$ cat src/rtl/frame_bank_if.sv
// Handshake/bus bundle between frame-done logic, DDR address generators and frame_bank_manager.
interface frame_bank_if #(
  parameter int BANK_W = 3,
  parameter int CNT_W  = 16
);
  logic              frame_write_done;
  logic              frame_read_done;
  logic              wr_busy;
  logic              rd_busy;
  logic [BANK_W-1:0] wr_bank;
  logic [BANK_W-1:0] rd_bank;
  logic              wr_load;
  logic              rd_load;
  logic              wr_stall;
  logic [CNT_W-1:0]  drop_cnt;
  logic [CNT_W-1:0]  repeat_cnt;

  modport master (
    output frame_write_done, frame_read_done, wr_busy, rd_busy,
    input  wr_bank, rd_bank, wr_load, rd_load, wr_stall, drop_cnt, repeat_cnt
  );

  modport slave (
    input  frame_write_done, frame_read_done, wr_busy, rd_busy,
    output wr_bank, rd_bank, wr_load, rd_load, wr_stall, drop_cnt, repeat_cnt
  );
endinterface

$ cat src/rtl/frame_bank_manager.sv
// N-bank frame buffer manager: writer/reader bank allocation, reader always takes newest frame.
// Define FRAME_STATS_EN to build the drop/repeat statistics counters (otherwise driven 0).
module frame_bank_manager #(
  parameter int NUM_BANKS = 3,
  parameter int BANK_W    = 3,
  parameter int CNT_W     = 16
) (
  input  logic          clk,
  input  logic          rst_n,
  frame_bank_if.slave   bus
);
  localparam logic [1:0] ST_FREE    = 2'd0;
  localparam logic [1:0] ST_WRITING = 2'd1;
  localparam logic [1:0] ST_READY   = 2'd2;
  localparam logic [1:0] ST_READING = 2'd3;

  logic [NUM_BANKS-1:0][1:0] state_reg, state_next;
  logic [BANK_W-1:0] wr_bank_reg, wr_bank_next, rd_bank_reg, rd_bank_next;
  logic wr_load_reg, wr_load_next, rd_load_reg, rd_load_next;
  logic wr_stall_reg, wr_stall_next;
  logic started_reg;
  logic wr_done_q, wr_done_q2, rd_done_q, rd_done_q2;
  logic wr_pend_reg, rd_pend_reg;
  logic wr_service, rd_service, drop_inc, repeat_inc;
  logic ready_found, free_found;
  logic [BANK_W-1:0] ready_idx, free_idx;

  // A stalled writer has no bank of its own, so its pending done waits for the stall to clear.
  assign wr_service = wr_pend_reg & ~bus.wr_busy & ~wr_stall_reg;
  assign rd_service = rd_pend_reg & ~bus.rd_busy;

  always_comb begin
    state_next    = state_reg;
    wr_bank_next  = wr_bank_reg;
    rd_bank_next  = rd_bank_reg;
    wr_stall_next = wr_stall_reg;
    wr_load_next  = ~started_reg;
    rd_load_next  = ~started_reg;
    drop_inc      = 1'b0;
    repeat_inc    = 1'b0;
    ready_found   = 1'b0;
    ready_idx     = '0;
    free_found    = 1'b0;
    free_idx      = '0;

    if (wr_service) begin
      for (int i = 0; i < NUM_BANKS; i++) begin
        if (state_next[i] == ST_READY) begin
          state_next[i] = ST_FREE;
          drop_inc      = 1'b1;
        end
        if (BANK_W'(i) == wr_bank_reg)
          state_next[i] = ST_READY;
      end
      wr_stall_next = 1'b1;
    end

    // Read is resolved after write so it sees a frame completed on this same edge.
    if (rd_service) begin
      for (int i = 0; i < NUM_BANKS; i++) begin
        if (state_next[i] == ST_READY) begin
          ready_found = 1'b1;
          ready_idx   = BANK_W'(i);
        end
      end
      if (ready_found) begin
        for (int i = 0; i < NUM_BANKS; i++) begin
          if (BANK_W'(i) == rd_bank_reg)
            state_next[i] = ST_FREE;
          else if (BANK_W'(i) == ready_idx)
            state_next[i] = ST_READING;
        end
        rd_bank_next = ready_idx;
      end else begin
        repeat_inc = 1'b1;
      end
      rd_load_next = 1'b1;
    end

    // Writer needs a new bank: claim the lowest FREE one, including one freed just above.
    if (wr_stall_next) begin
      for (int i = NUM_BANKS - 1; i >= 0; i--) begin
        if (state_next[i] == ST_FREE) begin
          free_found = 1'b1;
          free_idx   = BANK_W'(i);
        end
      end
      if (free_found) begin
        for (int i = 0; i < NUM_BANKS; i++) begin
          if (BANK_W'(i) == free_idx)
            state_next[i] = ST_WRITING;
        end
        wr_bank_next  = free_idx;
        wr_stall_next = 1'b0;
        wr_load_next  = 1'b1;
      end
    end
  end

  always_ff @(posedge clk or negedge rst_n) begin
    if (!rst_n) begin
      for (int i = 0; i < NUM_BANKS; i++)
        state_reg[i] <= (i == 0) ? ST_WRITING : ((i == NUM_BANKS - 1) ? ST_READING : ST_FREE);
      wr_bank_reg  <= '0;
      rd_bank_reg  <= BANK_W'(NUM_BANKS - 1);
      wr_load_reg  <= 1'b0;
      rd_load_reg  <= 1'b0;
      wr_stall_reg <= 1'b0;
      started_reg  <= 1'b0;
      wr_done_q    <= 1'b0;
      wr_done_q2   <= 1'b0;
      rd_done_q    <= 1'b0;
      rd_done_q2   <= 1'b0;
      wr_pend_reg  <= 1'b0;
      rd_pend_reg  <= 1'b0;
    end else begin
      state_reg    <= state_next;
      wr_bank_reg  <= wr_bank_next;
      rd_bank_reg  <= rd_bank_next;
      wr_load_reg  <= wr_load_next;
      rd_load_reg  <= rd_load_next;
      wr_stall_reg <= wr_stall_next;
      started_reg  <= 1'b1;
      wr_done_q    <= bus.frame_write_done;
      wr_done_q2   <= wr_done_q;
      rd_done_q    <= bus.frame_read_done;
      rd_done_q2   <= rd_done_q;
      // A rise while already pending merges into the existing request.
      wr_pend_reg  <= (wr_done_q & ~wr_done_q2) | (wr_pend_reg & ~wr_service);
      rd_pend_reg  <= (rd_done_q & ~rd_done_q2) | (rd_pend_reg & ~rd_service);
    end
  end

  assign bus.wr_bank  = wr_bank_reg;
  assign bus.rd_bank  = rd_bank_reg;
  assign bus.wr_load  = wr_load_reg;
  assign bus.rd_load  = rd_load_reg;
  assign bus.wr_stall = wr_stall_reg;

`ifdef FRAME_STATS_EN
  logic [CNT_W-1:0] drop_cnt_reg, repeat_cnt_reg;

  always_ff @(posedge clk or negedge rst_n) begin
    if (!rst_n) begin
      drop_cnt_reg   <= '0;
      repeat_cnt_reg <= '0;
    end else begin
      if (drop_inc && (drop_cnt_reg != '1))
        drop_cnt_reg <= drop_cnt_reg + 1'b1;
      if (repeat_inc && (repeat_cnt_reg != '1))
        repeat_cnt_reg <= repeat_cnt_reg + 1'b1;
    end
  end

  assign bus.drop_cnt   = drop_cnt_reg;
  assign bus.repeat_cnt = repeat_cnt_reg;
`else
  logic unused_stats;
  assign unused_stats   = drop_inc ^ repeat_inc;
  assign bus.drop_cnt   = '0;
  assign bus.repeat_cnt = '0;
`endif
endmodule

$ cat src/flat_wrapper.sv
// flat-port wrapper written by rule: the top's interface ports become plain ports
module frame_bank_manager_flat 
#(
  parameter int NUM_BANKS = 3,
  parameter int BANK_W    = 3,
  parameter int CNT_W     = 16
)
  (clk, rst_n, bus_frame_write_done, bus_frame_read_done, bus_wr_busy, bus_rd_busy, bus_wr_bank, bus_rd_bank, bus_wr_load, bus_rd_load, bus_wr_stall, bus_drop_cnt, bus_repeat_cnt);
  frame_bank_if #(.BANK_W(BANK_W), .CNT_W(CNT_W)) bus_i ();
  input  logic clk;
  input  logic rst_n;
  input wire logic [$bits(bus_i.frame_write_done)-1:0] bus_frame_write_done;
  input wire logic [$bits(bus_i.frame_read_done)-1:0] bus_frame_read_done;
  input wire logic [$bits(bus_i.wr_busy)-1:0] bus_wr_busy;
  input wire logic [$bits(bus_i.rd_busy)-1:0] bus_rd_busy;
  output wire logic [$bits(bus_i.wr_bank)-1:0] bus_wr_bank;
  output wire logic [$bits(bus_i.rd_bank)-1:0] bus_rd_bank;
  output wire logic [$bits(bus_i.wr_load)-1:0] bus_wr_load;
  output wire logic [$bits(bus_i.rd_load)-1:0] bus_rd_load;
  output wire logic [$bits(bus_i.wr_stall)-1:0] bus_wr_stall;
  output wire logic [$bits(bus_i.drop_cnt)-1:0] bus_drop_cnt;
  output wire logic [$bits(bus_i.repeat_cnt)-1:0] bus_repeat_cnt;
  assign bus_i.frame_write_done = bus_frame_write_done;
  assign bus_i.frame_read_done = bus_frame_read_done;
  assign bus_i.wr_busy = bus_wr_busy;
  assign bus_i.rd_busy = bus_rd_busy;
  assign bus_wr_bank = bus_i.wr_bank;
  assign bus_rd_bank = bus_i.rd_bank;
  assign bus_wr_load = bus_i.wr_load;
  assign bus_rd_load = bus_i.rd_load;
  assign bus_wr_stall = bus_i.wr_stall;
  assign bus_drop_cnt = bus_i.drop_cnt;
  assign bus_repeat_cnt = bus_i.repeat_cnt;
  frame_bank_manager #(.NUM_BANKS(NUM_BANKS), .BANK_W(BANK_W), .CNT_W(CNT_W)) u_core (.clk(clk), .rst_n(rst_n), .bus(bus_i));
endmodule
$ cat config.mk
export PLATFORM = sky130hd
export DESIGN_NAME = frame_bank_manager_flat
export DESIGN_NICKNAME = d
export VERILOG_FILES = /design/src/rtl/frame_bank_if.sv /design/src/rtl/frame_bank_manager.sv /design/src/flat_wrapper.sv
export SDC_FILE = /design/constraint.sdc
export NUM_CORES = 1
export LEC_CHECK = 0
export ABC_AREA = 1
export CORE_MARGIN = 5
export CORE_UTILIZATION = 40
export CTS_BUF_LIST = sky130_fd_sc_hd__clkbuf_8 sky130_fd_sc_hd__clkbuf_16
export DETAILED_ROUTE_END_ITERATION = 7
export PLACE_DENSITY = 0.79
export SETUP_SLACK_MARGIN = 0.4
export SLEW_MARGIN = 40
export SYNTH_ARGS = -nofsm -noshare
export SYNTH_HDL_FRONTEND = slang
export SYNTH_SLANG_ARGS = --single-unit
$ cat constraint.sdc
create_clock -name clk -period 3.33 [get_ports clk]
set_input_delay 0.666 -clock clk [delete_from_list [all_inputs] [get_ports clk]]
set_output_delay 0.666 -clock clk [all_outputs]
set_load 0.05 [all_outputs]
==> metrics.csv, run 1 <==
stage,metric,value,unit
floorplan,rows,20,
critical_path,startpoint,u_core.bus.rd_bank[1]$_DFFE_PN1P_,
sta,rsz0062_at_grt,no,
routing,wirelength,1.928,mm
synth,syn_avg_cell_area,7.861,um2
synth,synth-seq-area-share,40.44,%
placed_design,port_buffers,12,
global_route,grt_max_degree,21,
final_layout,final_area,0.001360,mm2
routing,routedWlPerCell,8.844,um
clock_network,post-cts-setup-buffers,0,
critical_path,worstPathArrival,1.63,ns
clock_network,root_buffer,clkbuf_8,
routing,drt_iter0_drc,7,
routing,ant_nets,0,
critical_path,path_max_fanout,5,
placed_design,dpl-instance-area,0.001289,mm2
synth,synth.area.top_cells,"dfrtp_1 (32%), buf_4 (20%), nand2_1 (9.3%)",
critical_path,reg2reg_from,u_core.bus.wr_stall$_DFF_PN0_,
power,irDropWorstVdd,0.0005237,V
synth,syn-instance-count,159,
placed_design,place_congestion,0.7448,
routing,drc_errors,0,
floorplan,die_area,0.004343,mm2
critical_path,crit_chain,clkdlybuf4s50_1,
clock_network,clockBufferDepth,2,
synth,syn_area,0.001250,mm2
clock_network,clock-sinks,20,
floorplan,core,0.003028,mm2
global_route,grt_pass1_wl,3.194,mm
routing,vias,834,
synth,ys.warnings.count,0,
sta,fin_crit,2.299,ns
flow_run,drv_cap,0,
critical_path,crit_buf_inv,1,
global_route,overflow,0,
final_layout,largest_reg_flops,6,
critical_path,crit_path_max_incr_delay,0.81,ns
sta,finalHoldViolations,0,
sta,setup_viol,0,
clock_network,clk-insertion-delay-late,0.25,ns
global_route,antenna_found_initial,0,
synth,ys_types,20,
sta,relSlewSlack,66.58,%
final_layout,n_antenna_cell,0,
synth,synth_top_area_share,32.03,%
power,p_leak,0.7603,nW
clock_network,cts_resized,0,
floorplan,start_util,41.28,%
clock_network,cts.reportedPaths.clkPinSlew,0.07,ns
clock_network,hold_buffers,0,
critical_path,critPathLaunchType,flop,
synth,ys_ff_latch,20,
clock_network,numCtsBuffers,3,
sta,fin_crit_sh,69.04,%
final_layout,layout.nets,181,
sta,slew_viol_final,0,
run_status,status,"complete, no violations",
critical_path,critical-path-top-delay-family,buffers and inverters,
sta,clock_skew,0.001775,ns
routing,first_pass_iters,4,
floorplan,die-height,65.90,um
critical_path,crit_path_end_kind,output port,
clock_network,htreeDepth,1,
final_layout,fillCellCount,322,
final_layout,syn_to_final_growth,8.808,%
final_layout,drive_above_1_share,14.37,%
sta,worstMarginPinSlew,0.4997,ns
floorplan,boundaryPins,47,
sta,setup-tns-final,0,ns
power,powerDensity,987.6,mW/mm2
sta,fmax,435.0,MHz
global_route,grt_pass1_vias,751,
floorplan,fp.dieW,65.90,um
critical_path,cp.required,2.66,ns
min_path,hp-class,in -> async,
critical_path,path_class,reg -> out,
synth,synth_area_leader_cell,dfrtp_1,
clock_network,cts_tree,done,
critical_path,crit_slowest_cell,clkdlybuf4s50_1,
global_route,grt_use_total,9.553,%
placed_design,hpwl,1.575,mm
routing,via_per_inst,3.826,
metrics by stage:
| step | setup slack [ns] | hold slack [ns] | cells | power [mW] | util (%) |
|---|---|---|---|---|---|
| after floorplan | 1.463 | 0.3537 | 192 | 0.9908 | - |
| after global placement | 0.8535 | 0.3577 | 214 | 1.100 | 42.73 |
| after detailed placement | 0.7993 | 0.3612 | 214 | 1.111 | 42.56 |
| after CTS | 1.020 | 0.3491 | 218 | 1.356 | 44.92 |
| after global routing | 0.8562 | 0.3726 | 218 | 1.455 | 44.92 |
| final | 1.031 | 0.3339 | 218 | 1.343 | 44.92 |
cell type report:
type	count	area (um2)	share of cell area, %
clock buffer	3	41.29	3.036
clock inverter	1	30.03	2.208
inverter	29	108.9	8.004
multi-input combinational	109	504.2	37.07
sequential	20	505.5	37.17
tap	44	55.05	4.048
timing repair buffer	12	115.1	8.464
synthesized netlist by cell type:
cell type / n
nor2_2: 3
nand2_1: 31
dfstp_2: 4
nand3_1: 5
nand4_1: 1
conb_1: 2
nor3_1: 1
inv_2: 2
o21ai_0: 5
o21ai_1: 4
buf_4: 34
dfrtp_1: 16
o22ai_1: 1
nor2_1: 11
nand2_2: 6
inv_1: 27
o21ai_2: 1
a21o_1: 1
nand3_4: 2
nand3_2: 2
routing by layer:
layer  track usage [%]  up-vias  share of wire (%)
met2             14.02       33                 45
met4             4.663        0                1.9
li1                  -      441                  -
met5                 0        -                  0
met1             13.26      355                 45
met3             1.871        5                7.9
report_power, final:
| part | leakage (nW) | internal [mW] | switching (mW) | total, mW |
|---|---|---|---|---|
| sequential | 0.231 | 0.338 | 0.0545 | 0.392 |
| clock | 0.0357 | 0.160 | 0.0775 | 0.238 |
| combinational | 0.494 | 0.207 | 0.506 | 0.713 |
| total | 0.760 | 0.705 | 0.638 | 1.34 |
cell usage in the layout (no fill, tap or decap), types with 2 or more instances in the layout:
cell type,synthesis,routed
nand3_4,2,2
nand3_2,2,2
nand2_1,31,31
dfstp_2,4,4
clkdlybuf4s50_1,0,11
o21ai_1,4,4
inv_2,2,2
conb_1,2,35
clkbuf_8,0,3
inv_1,27,27
nor2_2,3,3
o21ai_0,5,5
dfrtp_1,16,16
nand2_2,6,6
nand3_1,5,5
nor2_1,11,11
final timing paths:
path / to / slack (ns) / cells after the start
worst max register to register: u_core.bus.wr_bank[1]$_DFFE_PN0P_ / 1.54 / 14
worst min register to register: u_core.wr_done_q2$_DFF_PN0_ / 0.38 / 0
min in group clk: u_core.wr_done_q2$_DFF_PN0_ / 0.38 / 0
worst max-delay path: bus_rd_bank[1] / 1.03 / 1
max in group asynchronous: u_core.state_reg[0]$_DFF_PN1_ / 2.67 / 1
worst min-delay path: u_core.bus.rd_bank[0]$_DFFE_PN0P_ / 0.33 / 1
cells by family (layout without fill, tap and decap cells):
logic type      count (synthesis)  after routing  synth area share, %
compound gates                 12             12                5.406
flops                          20             20                40.44
other cells                     2             35               0.6008
simple gates                   62             62                24.42
buf+inv                        63             45                29.13
Note: power is estimated with default switching activity, not from simulation.
==> run 2: changes to the inputs <==
--- a/config.mk
+++ b/config.mk
@@ -7,10 +7,10 @@
 export LEC_CHECK = 0
 export ABC_AREA = 1
 export CORE_MARGIN = 5
-export CORE_UTILIZATION = 40
+export CORE_UTILIZATION = 39
 export CTS_BUF_LIST = sky130_fd_sc_hd__clkbuf_8 sky130_fd_sc_hd__clkbuf_16
 export DETAILED_ROUTE_END_ITERATION = 7
-export PLACE_DENSITY = 0.79
+export PLACE_DENSITY = 0.8
 export SETUP_SLACK_MARGIN = 0.4
 export SLEW_MARGIN = 40
 export SYNTH_ARGS = -nofsm -noshare
==> constraint.sdc (replaced) <==
create_clock -name clk -period 1.95 [get_ports clk]
set_input_delay 0.39 -clock clk [delete_from_list [all_inputs] [get_ports clk]]
set_output_delay 0.39 -clock clk [all_outputs]
set_load 0.05 [all_outputs]
==> run 2 against run 1 <==
  * Sequential share of layout area is 4.6 points lower
  * Utilization is 6.3 points higher
  * Combinational power is 120% higher
  * First-iteration DRC count grew to 4.7 times the previous value
  * Critical path type is now reg -> reg
==> metrics.csv, run 2 (synthesis gave the netlist of run 1 again) <==
stage,metric,value,unit,change
clock_network,root_buffer,clkbuf_8,,
power,p_total,2.674,mW,+99%
sta,slew_viol_final,0,,unchanged
sta,fmax,588.1,MHz,
final_layout,most-common-layout-cells,"conb_1 (35), nand2_1 (25), inv_1 (22)",,
placed_design,hpwl,1.847,mm,+17%
power,irDropWorstVdd,0.0005380,V,+2.7%
sta,finalHoldViolations,0,,unchanged
global_route,grt_pass1_vias,881,,+17%
final_layout,drive_above_1_share,37.50,%,+23 points
routing,drt_iter0_drc,33,,+26
critical_path,crit_path_max_incr_delay,0.42,ns,-0.39 ns
final_layout,n_antenna_cell,0,,unchanged
flow_run,drv_cap,0,,unchanged
sta,setup-tns-final,0,ns,unchanged
power,powerDensity,1711,mW/mm2,+73%
run_status,status,"complete, no violations",,
floorplan,die_area,0.004437,mm2,+2.2%
placed_design,place_congestion,0.9733,,+31%
routing,drc_errors,0,,unchanged
clock_network,cts_tree,done,,
routing,ant_nets,0,,unchanged
sta,rsz0062_at_grt,yes,,
floorplan,rows,20,,unchanged
final_layout,largest_reg_flops,6,,unchanged
routing,vias,937,,+12%
sta,clock_skew,0.003973,ns,+0.002197 ns
clock_network,clk-insertion-delay-late,0.27,ns,+0.02 ns
floorplan,die-height,66.61,um,+1.1%
clock_network,clock-sinks,20,,unchanged
clock_network,htreeDepth,1,,unchanged
sta,fin_crit,1.700,ns,
clock_network,cts.reportedPaths.clkPinSlew,0.08,ns,about the same
routing,via_per_inst,3.970,,+3.8%
clock_network,clockBufferDepth,2,,unchanged
routing,wirelength,2.509,mm,+30%
final_layout,seq_area,509.2,um2,+0.74%
global_route,grt_max_degree,21,,unchanged
floorplan,core,0.003053,mm2,+0.83%
critical_path,critPathLaunchType,flop,,
sta,fin_crit_sh,87.19,%,
floorplan,boundaryPins,47,,unchanged
clock_network,hold_buffers,0,,unchanged
sta,setup_viol,0,,unchanged
global_route,overflow,0,,unchanged
critical_path,cp.required,2.10,ns,-0.56 ns
placed_design,port_buffers,12,,unchanged
final_layout,layout.nets,199,,+9.9%
critical_path,path_class,reg -> reg,,
sta,layout_setup_ws,0.2497,ns,-0.7813 ns
power,p_leak,0.8629,nW,+13%
placed_design,dp_slack,-0.1915,ns,-0.9908 ns
floorplan,start_util,40.94,%,-0.34 points
placed_design,dpl-instance-area,0.001408,mm2,+9.2%
critical_path,crit_slowest_cell,dfrtp_2,,
clock_network,numCtsBuffers,3,,unchanged
routing,first_pass_iters,4,,unchanged
critical_path,crit_chain,inv_2 > nand3_4 > nor2_2 > nor2_4 > buf_4 > buf_4 > o21ai_2 > nor2_2 > nand2_2 > nand2_2 > nand2_1 > nand2_1,,
final_layout,fillCellCount,304,,-5.6%
critical_path,crit_path_end_kind,flop,,
final_layout,multi_input_area,576.8,um2,+14%
global_route,grt_use_total,11.61,%,+2.1 points
global_route,antenna_found_initial,0,,unchanged
final_layout,syn_to_final_growth,25.03,%,
final_layout,final_area,0.001563,mm2,+15%
final_layout,final_common_cell,conb_1,,
min_path,hp-class,reg -> reg,,
floorplan,fp.dieW,66.61,um,+1.1%
critical_path,worstPathArrival,1.85,ns,+0.22 ns
routing,routedWlPerCell,10.63,um,+20%
critical_path,path_max_fanout,8,,+3
global_route,grt_pass1_wl,3.712,mm,+16%
[run 2: cell count changes in the layout (fill, tap and decap cells not counted), moves of 3 or more]
cell,previous run,this run
nor2_1,11,7
clkdlybuf4s50_1,11,4
inv_1,27,22
buf_4,0,21
dfrtp_2,0,3
dfrtp_1,16,13
nor2_2,3,6
nand2_2,6,11
nand2_1,31,25
o21ai_2,1,5
inv_2,2,7
[run 2: final timing paths]
check	depth (start not counted)	slack, ns	startpoint	endpoint
max	12	0.25	u_core.bus.wr_stall$_DFF_PN0_	u_core.bus.wr_bank[1]$_DFFE_PN0P_
min	0	0.38	u_core.wr_done_q$_DFF_PN0_	u_core.wr_done_q2$_DFF_PN0_
min in group asynchronous	2	0.45	rst_n	u_core.rd_done_q$_DFF_PN0_
min reg2reg	0	0.38	u_core.wr_done_q$_DFF_PN0_	u_core.wr_done_q2$_DFF_PN0_
max in group asynchronous	2	1.22	rst_n	u_core.bus.rd_bank[1]$_DFFE_PN1P_
max reg2reg	12	0.25	u_core.bus.wr_stall$_DFF_PN0_	u_core.bus.wr_bank[1]$_DFFE_PN0P_
[run 2: worst max-delay path, delay by kind of cell, from the launching register on]
kind / cells / cell delay (ns)
buffers and inverters: 3 / 0.35
flip-flops: 1 / 0.42
AND/OR/NAND/NOR: 8 / 0.68
AO/OA/AOI/OAI: 1 / 0.16
[run 2: timing repair]
action,in CTS,in global routing
pin swaps,5,6
cloned,0,0
gates resized for setup,22,10
setup endpoints to repair,16,13
buffers inserted,3,2
[run 2: cell type report]
class	instances	share of cell area, %
well taps	44	3.523
multi-input cells	109	36.91
clock buffers	3	2.642
flip-flops and latches	20	32.59
repair buffers	30	15.45
clock inverters	1	1.922
inverters	29	6.966
[run 2: metal layers]
layer  track usage, %  vias up  part of all wire, %
met5                0        -                    0
met4            6.853        0                  2.5
met3            2.867        7                  8.1
met2            19.93       28                   52
met1            12.84      433                   37
li1                 -      469                    -
[run 2: where the power goes]
part	total (mW)	internal [mW]	switching, mW
Sequential	0.672	0.576	0.0956
Clock	0.422	0.274	0.148
Combinational	1.58	0.571	1.01
Total	2.67	1.42	1.25
[run 2: through the flow]
| stage | utilization (%) | hold slack (ns) | instances |
|---|---|---|---|
| floorplan | - | 0.09441 | 192 |
| global placement | 46.11 | 0.3592 | 227 |
| detailed placement | 46.11 | 0.3602 | 227 |
| CTS | 50.33 | 0.3785 | 234 |
| global route | 51.19 | 0.3996 | 236 |
| finish | 51.19 | 0.3766 | 236 |
